<file path="config.mk">
export PLATFORM = sky130hd
export DESIGN_NAME = pmod_ble_router
export DESIGN_NICKNAME = d
export VERILOG_FILES = /design/src/rtl/pmod_ble_router.sv
export SDC_FILE = /design/constraint.sdc
export NUM_CORES = 1
export LEC_CHECK = 0
export ABC_AREA = 1
export BUFFER_PORTS_ARGS = -buffer_cell sky130_fd_sc_hd__buf_4
export CAP_MARGIN = 10
export CORE_MARGIN = 5
export CORE_UTILIZATION = 30
export CTS_BUF_LIST = sky130_fd_sc_hd__clkbuf_8
export DETAILED_ROUTE_END_ITERATION = 10
export PLACE_DENSITY_LB_ADDON = 0.08
export SETUP_SLACK_MARGIN = 0.05
export SLEW_MARGIN = 20
export SYNTH_ARGS = -nofsm -noshare
export SYNTH_HDL_FRONTEND = slang
export SYNTH_SLANG_ARGS = --single-unit
</file>
<file path="constraint.sdc">
create_clock -name clk -period 1.8 [get_ports clk]
set_clock_uncertainty 0.15 [all_clocks]
set_input_delay 0.36 -clock clk [delete_from_list [all_inputs] [get_ports clk]]
set_output_delay 0.36 -clock clk [all_outputs]
set_load 0.05 [all_outputs]
</file>
<file path="src/rtl/pmod_ble_router.sv">
// pmod_ble_router: frame-safe source mux onto the RN4871 RX pin, TX fan-out and reset pulser.
// Optional feature macro: PMOD_BLE_BREAK_DET_EN adds o_break (long-low detector on the TX line).
module pmod_ble_router #(
    parameter int unsigned N_SRC        = 2,
    parameter int unsigned N_SINK       = 3,
    parameter int unsigned CLKS_PER_BIT = 868,
    parameter int unsigned IDLE_BITS    = 11,
    parameter int unsigned RST_CYCLES   = 100000,
    parameter int unsigned SEL_W        = (N_SRC > 1) ? $clog2(N_SRC) : 1
) (
    input  logic              clk,
    input  logic              rst_n,
    input  logic [N_SRC-1:0]  i_src_rx,
    input  logic [SEL_W-1:0]  i_sel,
    input  logic              i_pmod_txd,
    input  logic              i_bt_rst_req,
    output logic              o_pmod_rxd,
    output logic [N_SINK-1:0] o_sink_tx,
    output logic              o_pmod_rstn,
    output logic [SEL_W-1:0]  o_active_sel,
    output logic              o_switch_pending
`ifdef PMOD_BLE_BREAK_DET_EN
    ,
    output logic              o_break
`endif
);
    localparam int unsigned IDLE_MAX = IDLE_BITS * CLKS_PER_BIT;
    localparam int unsigned IDLE_W   = $clog2(IDLE_MAX + 1);
    localparam int unsigned RST_W    = (RST_CYCLES > 1) ? $clog2(RST_CYCLES) : 1;
    localparam logic [IDLE_W-1:0] IDLE_FULL = IDLE_W'(IDLE_MAX);
    localparam logic [IDLE_W-1:0] IDLE_LAST = IDLE_W'(IDLE_MAX - 1);
    localparam logic [RST_W-1:0]  RST_LAST  = RST_W'(RST_CYCLES - 1);

    typedef enum logic {StRoute, StPending} sw_state_e;
    typedef enum logic {StPulse, StRun} rst_state_e;

    logic [N_SRC-1:0]  src_s1_q, src_s2_q;
    logic              txd_s1_q, txd_s2_q;
    sw_state_e         sw_state_q, sw_state_d;
    logic [SEL_W-1:0]  active_sel_q, active_sel_d;
    logic [IDLE_W-1:0] idle_q, idle_d;
    rst_state_e        rst_state_q, rst_state_d;
    logic [RST_W-1:0]  rst_cnt_q, rst_cnt_d;
    logic              rxd_q, rxd_d;
    logic              active_bit, sel_valid, idle_full, commit;

    always_ff @(posedge clk or negedge rst_n) begin
        if (!rst_n) begin
            src_s1_q     <= '1;
            src_s2_q     <= '1;
            txd_s1_q     <= 1'b1;
            txd_s2_q     <= 1'b1;
            sw_state_q   <= StRoute;
            active_sel_q <= '0;
            idle_q       <= '0;
            rst_state_q  <= StPulse;
            rst_cnt_q    <= '0;
            rxd_q        <= 1'b1;
        end else begin
            src_s1_q     <= i_src_rx;
            src_s2_q     <= src_s1_q;
            txd_s1_q     <= i_pmod_txd;
            txd_s2_q     <= txd_s1_q;
            sw_state_q   <= sw_state_d;
            active_sel_q <= active_sel_d;
            idle_q       <= idle_d;
            rst_state_q  <= rst_state_d;
            rst_cnt_q    <= rst_cnt_d;
            rxd_q        <= rxd_d;
        end
    end

    // Commit on the edge where the idle run reaches IDLE_MAX cycles, so a frame is never cut.
    always_comb begin
        active_bit   = src_s2_q[active_sel_q];
        sel_valid    = 32'(i_sel) < N_SRC;
        idle_full    = active_bit && (idle_q >= IDLE_LAST);
        sw_state_d   = sw_state_q;
        active_sel_d = active_sel_q;
        commit       = 1'b0;
        case (sw_state_q)
            StRoute: begin
                if (sel_valid && (i_sel != active_sel_q)) sw_state_d = StPending;
            end
            StPending: begin
                if (!sel_valid || (i_sel == active_sel_q)) begin
                    sw_state_d = StRoute;
                end else if (idle_full) begin
                    commit       = 1'b1;
                    active_sel_d = i_sel;
                    sw_state_d   = StRoute;
                end
            end
            default: sw_state_d = StRoute;
        endcase

        idle_d = idle_q;
        if (commit || !active_bit) begin
            idle_d = '0;
        end else if (idle_q != IDLE_FULL) begin
            idle_d = idle_q + 1'b1;
        end
    end

    always_comb begin
        rst_state_d = rst_state_q;
        rst_cnt_d   = rst_cnt_q;
        case (rst_state_q)
            StPulse: begin
                if (i_bt_rst_req) begin
                    rst_cnt_d = '0;
                end else if (rst_cnt_q == RST_LAST) begin
                    rst_state_d = StRun;
                    rst_cnt_d   = '0;
                end else begin
                    rst_cnt_d = rst_cnt_q + 1'b1;
                end
            end
            StRun: begin
                if (i_bt_rst_req) begin
                    rst_state_d = StPulse;
                    rst_cnt_d   = '0;
                end
            end
            default: rst_state_d = StPulse;
        endcase
        // Gate on the next state so the RX pin is held high exactly while the pulse is active.
        rxd_d = (rst_state_d == StPulse) ? 1'b1 : active_bit;
    end

    assign o_pmod_rxd       = rxd_q;
    assign o_sink_tx        = {N_SINK{txd_s2_q}};
    assign o_pmod_rstn      = (rst_state_q == StRun);
    assign o_active_sel     = active_sel_q;
    assign o_switch_pending = (sw_state_q == StPending);

`ifdef PMOD_BLE_BREAK_DET_EN
    localparam int unsigned BRK_MAX = 20 * CLKS_PER_BIT;
    localparam int unsigned BRK_W   = $clog2(BRK_MAX + 1);
    localparam logic [BRK_W-1:0] BRK_FULL = BRK_W'(BRK_MAX);
    localparam logic [BRK_W-1:0] BRK_LAST = BRK_W'(BRK_MAX - 1);

    logic [BRK_W-1:0] brk_cnt_q;
    logic             brk_q;

    always_ff @(posedge clk or negedge rst_n) begin
        if (!rst_n) begin
            brk_cnt_q <= '0;
            brk_q     <= 1'b0;
        end else if (txd_s2_q) begin
            brk_cnt_q <= '0;
            brk_q     <= 1'b0;
        end else begin
            if (brk_cnt_q != BRK_FULL) brk_cnt_q <= brk_cnt_q + 1'b1;
            if (brk_cnt_q == BRK_LAST) brk_q <= 1'b1;
        end
    end

    assign o_break = brk_q;
`else
    // Break detector not built.
`endif
endmodule

</file>
==> flow_summary.yaml <==
status:
  status: "completed"
placed_design:
  place_ws_ns: 0.115
  port_buffers: 13
  gp_congestion: 0.809
  dp.final_hpwl_mm: 3.67
global_routing:
  use_met1_pct: 16.0
  grt_util_met3_pct: 2.81
  grt_max_degree: 42
  grt-busiest-layer: "met2"
  grt_pass1_wl_mm: 8.68
  grt_pass1_vias: 1844
  grt.overflow.total: 0
  grt_util_met2_pct: 20.1
  grt_usage_pct: 12.1
  antenna_found_initial: 0
cells_and_area:
  multi_input_area_um2: 1070
  fill_cells: 770
  drive_above_1_share_pct: 19.5
  seq_area_um2: 1030
  finalNetCount: 317
  area_growth_pct: 18.0
  insertedDiodeCount: 0
synthesis:
  syn_area_um2: 2240
  syn-num-nets: 289
  synth-edff-count: 0
  synth_top_area_share_pct: 38.0
  avgSynthCellArea_um2: 8.02
  synth_seq_cells: 41
  synth_top_area_cell: "dfrtp_1"
  dominantRegCellSynth: "dfrtp_1"
  synthArstFlopShare_pct: 100
  synthCells: 279
  yosys.cell_count.top_type: "nand2_1"
  ys_top_cells_by_count: "70 x nand2_1, 34 x dfrtp_1, 32 x nor2_1"
  ys.warnings.count: 0
  synth_seq_area_share_pct: 46.3
  synth_cell_types: 25
  synth.area.top_cells: "dfrtp_1 38%, nand2_1 12%, dfstp_2 8.2%, nand3_1 6.0%, nor2_1 5.4%"
power_and_ir_drop:
  finalPower_mw: 1.70
  p_leak_nw: 1.15
  powerDensity_nw_per_um2: 642
  peakVddDrop_mv: 0.269
clock_tree:
  root_buffer: "clkbuf_8"
  htree_levels: 2
  clk_path_buf_depth: 2
  cts_tree: "yes"
  cts_sinks: 41
  clk_latency_ns: 0.29
  cts_buffers: 5
  path_clk_slew_ns: 0.07
critical_path:
  critPathLaunch: "idle_q[9]"
  reg2reg_to: "idle_q[9]"
  setup.worst_path.end_class: "register"
  path_max_fanout: 7
  cp.required_ns: 1.82
  r2r_cells: 5
  startpoint_type: "register"
  worstSetupPathType: "register to register"
  arrival_ns: 1.69
  r2r-start: "idle_q[9]"
  ff2ff_setup_slack_ns: 0.13
timing:
  hold_viol: 0
  grt_setup_unrepaired: "no"
  period_minus_slack_ns: 1.67
  drv_slew: 0
  worst_pin_slew_ns: 0.536
  layout_setup_ws_ns: 0.129
  setup_viol: 0
  whs_ns: 0.0345
  relSlewSlack_pct: 63.2
  tns_ns: 0
  fmax_mhz: 598
  period_share_pct: 92.9
detailed_routing:
  wl_per_cell_um: 12.7
  vias_per_cell: 4.50
  num_vias: 1833
  drc: 0
  wirelength_mm: 5.16
  detail_route.iter0.violations: 64
  ant_nets: 0
  first_pass_iters: 5
floorplanning:
  dieHeight_um: 96.4
  pin_count: 14
  fp.dieW_um: 96.4
  core-area_um2: 7250
  rows: 31
  dieArea_um2: 9280
  start_util_pct: 30.8
hold_path:
  holdPathStages: 1
  min_path_type: "input pin to register"
  hp-start: "i_pmod_txd"
  hold-path-endpoint: "txd_s1_q"
flow_run:
  max_cap_viol_count: 0
[where the power goes]
group	switching, mW	internal, mW	leakage [nW]	total (mW)
combinational	0.0826	0.0480	0.575	0.131
clock	0.338	0.268	0.0439	0.606
sequential	0.0139	0.945	0.536	0.959
total	0.434	1.26	1.15	1.70
[final cells by class]
type,count,area share (%)
tap,99,4.69
multi-input combinational,201,40.6
clock buffer,5,2.61
timing repair buffer,26,7.68
inverter,32,4.55
clock inverter,3,0.664
sequential,41,39.2
[critical path, stage by stage (launching register included)]
cell	delay [ns]
dfrtp_1	0.44
nor3_1	0.38
nand3_1	0.16
nand2_2	0.16
a21o_4	0.23
nor2_2	0.04
[registers in the layout, summed over array words and instances (netlist names)]
name and flops:
o_pmod_rxd 1, txd_s2_q 1, o_pmod_rstn 1, o_switch_pending 1, o_active_sel 1, idle_q 14, txd_s1_q 1, src_s1_q 2
src_s2_q 2, rst_cnt_q 17
[timing repair]
action                                  CTS  global route
hold endpoints to repair                 34             2
endpoints found under the setup margin    0            21
gates resized for setup                   0             9
hold buffers                              1             2
buffers inserted                          0             2
[metal layers]
layer | wire length, µm | part of all wire [%] | vias to the layer above
met2 | 2380 | 46 | 30
li1 | - | - | 940
met3 | 184 | 3.6 | 2
met1 | 2560 | 50 | 861
met5 | 0 | 0 | -
met4 | 31 | 0.60 | 0
[placed cells by master, fill, tap and decap left out, types with 4 or more instances in the layout]
| cell | instances |
|---|---|
| nand2_1 | 68 |
| dfrtp_1 | 34 |
| nor2_1 | 31 |
| inv_1 | 30 |
| nand3_1 | 24 |
| buf_4 | 23 |
| xor2_1 | 13 |
| o21ai_0 | 11 |
| nor2_2 | 10 |
| nor3_1 | 7 |
| dfstp_2 | 7 |
| nand4_1 | 6 |
| xnor2_1 | 5 |
| clkbuf_8 | 5 |
| o21bai_1 | 4 |
| o22ai_1 | 4 |
[per-stage QoR]
step | area (µm²) | util [%] | instances
after floorplan | 2240 | - | 279
after global placement | 2460 | 34.0 | 393
after detailed placement | 2460 | 34.0 | 393
after CTS | 2560 | 35.3 | 402
after global routing | 2640 | 36.4 | 407
final | 2640 | 36.4 | 407
[how the worst max path moves through the flow]
stage               slack (ns)            end
detailed placement        0.12  rst_cnt_q[14]
CTS                       0.10  rst_cnt_q[14]
floorplan                 0.20      idle_q[3]
global placement          0.08      idle_q[3]
global route              0.05  rst_cnt_q[16]
finish                    0.13      idle_q[9]
[cell families (layout without fill, tap and decap cells)]
family          count (synthesis)  in the layout  synth area share (%)
compound gates                 22             23                  6.04
xor+xnor                       18             18                  7.05
fa+ha+maj                       3              3                  1.68
buf+inv                        38             66                  7.77
flops                          41             41                  46.3
mux                             1              1                 0.447
simple gates                  156            156                  30.8
Note: power is estimated with default switching activity, not from simulation.
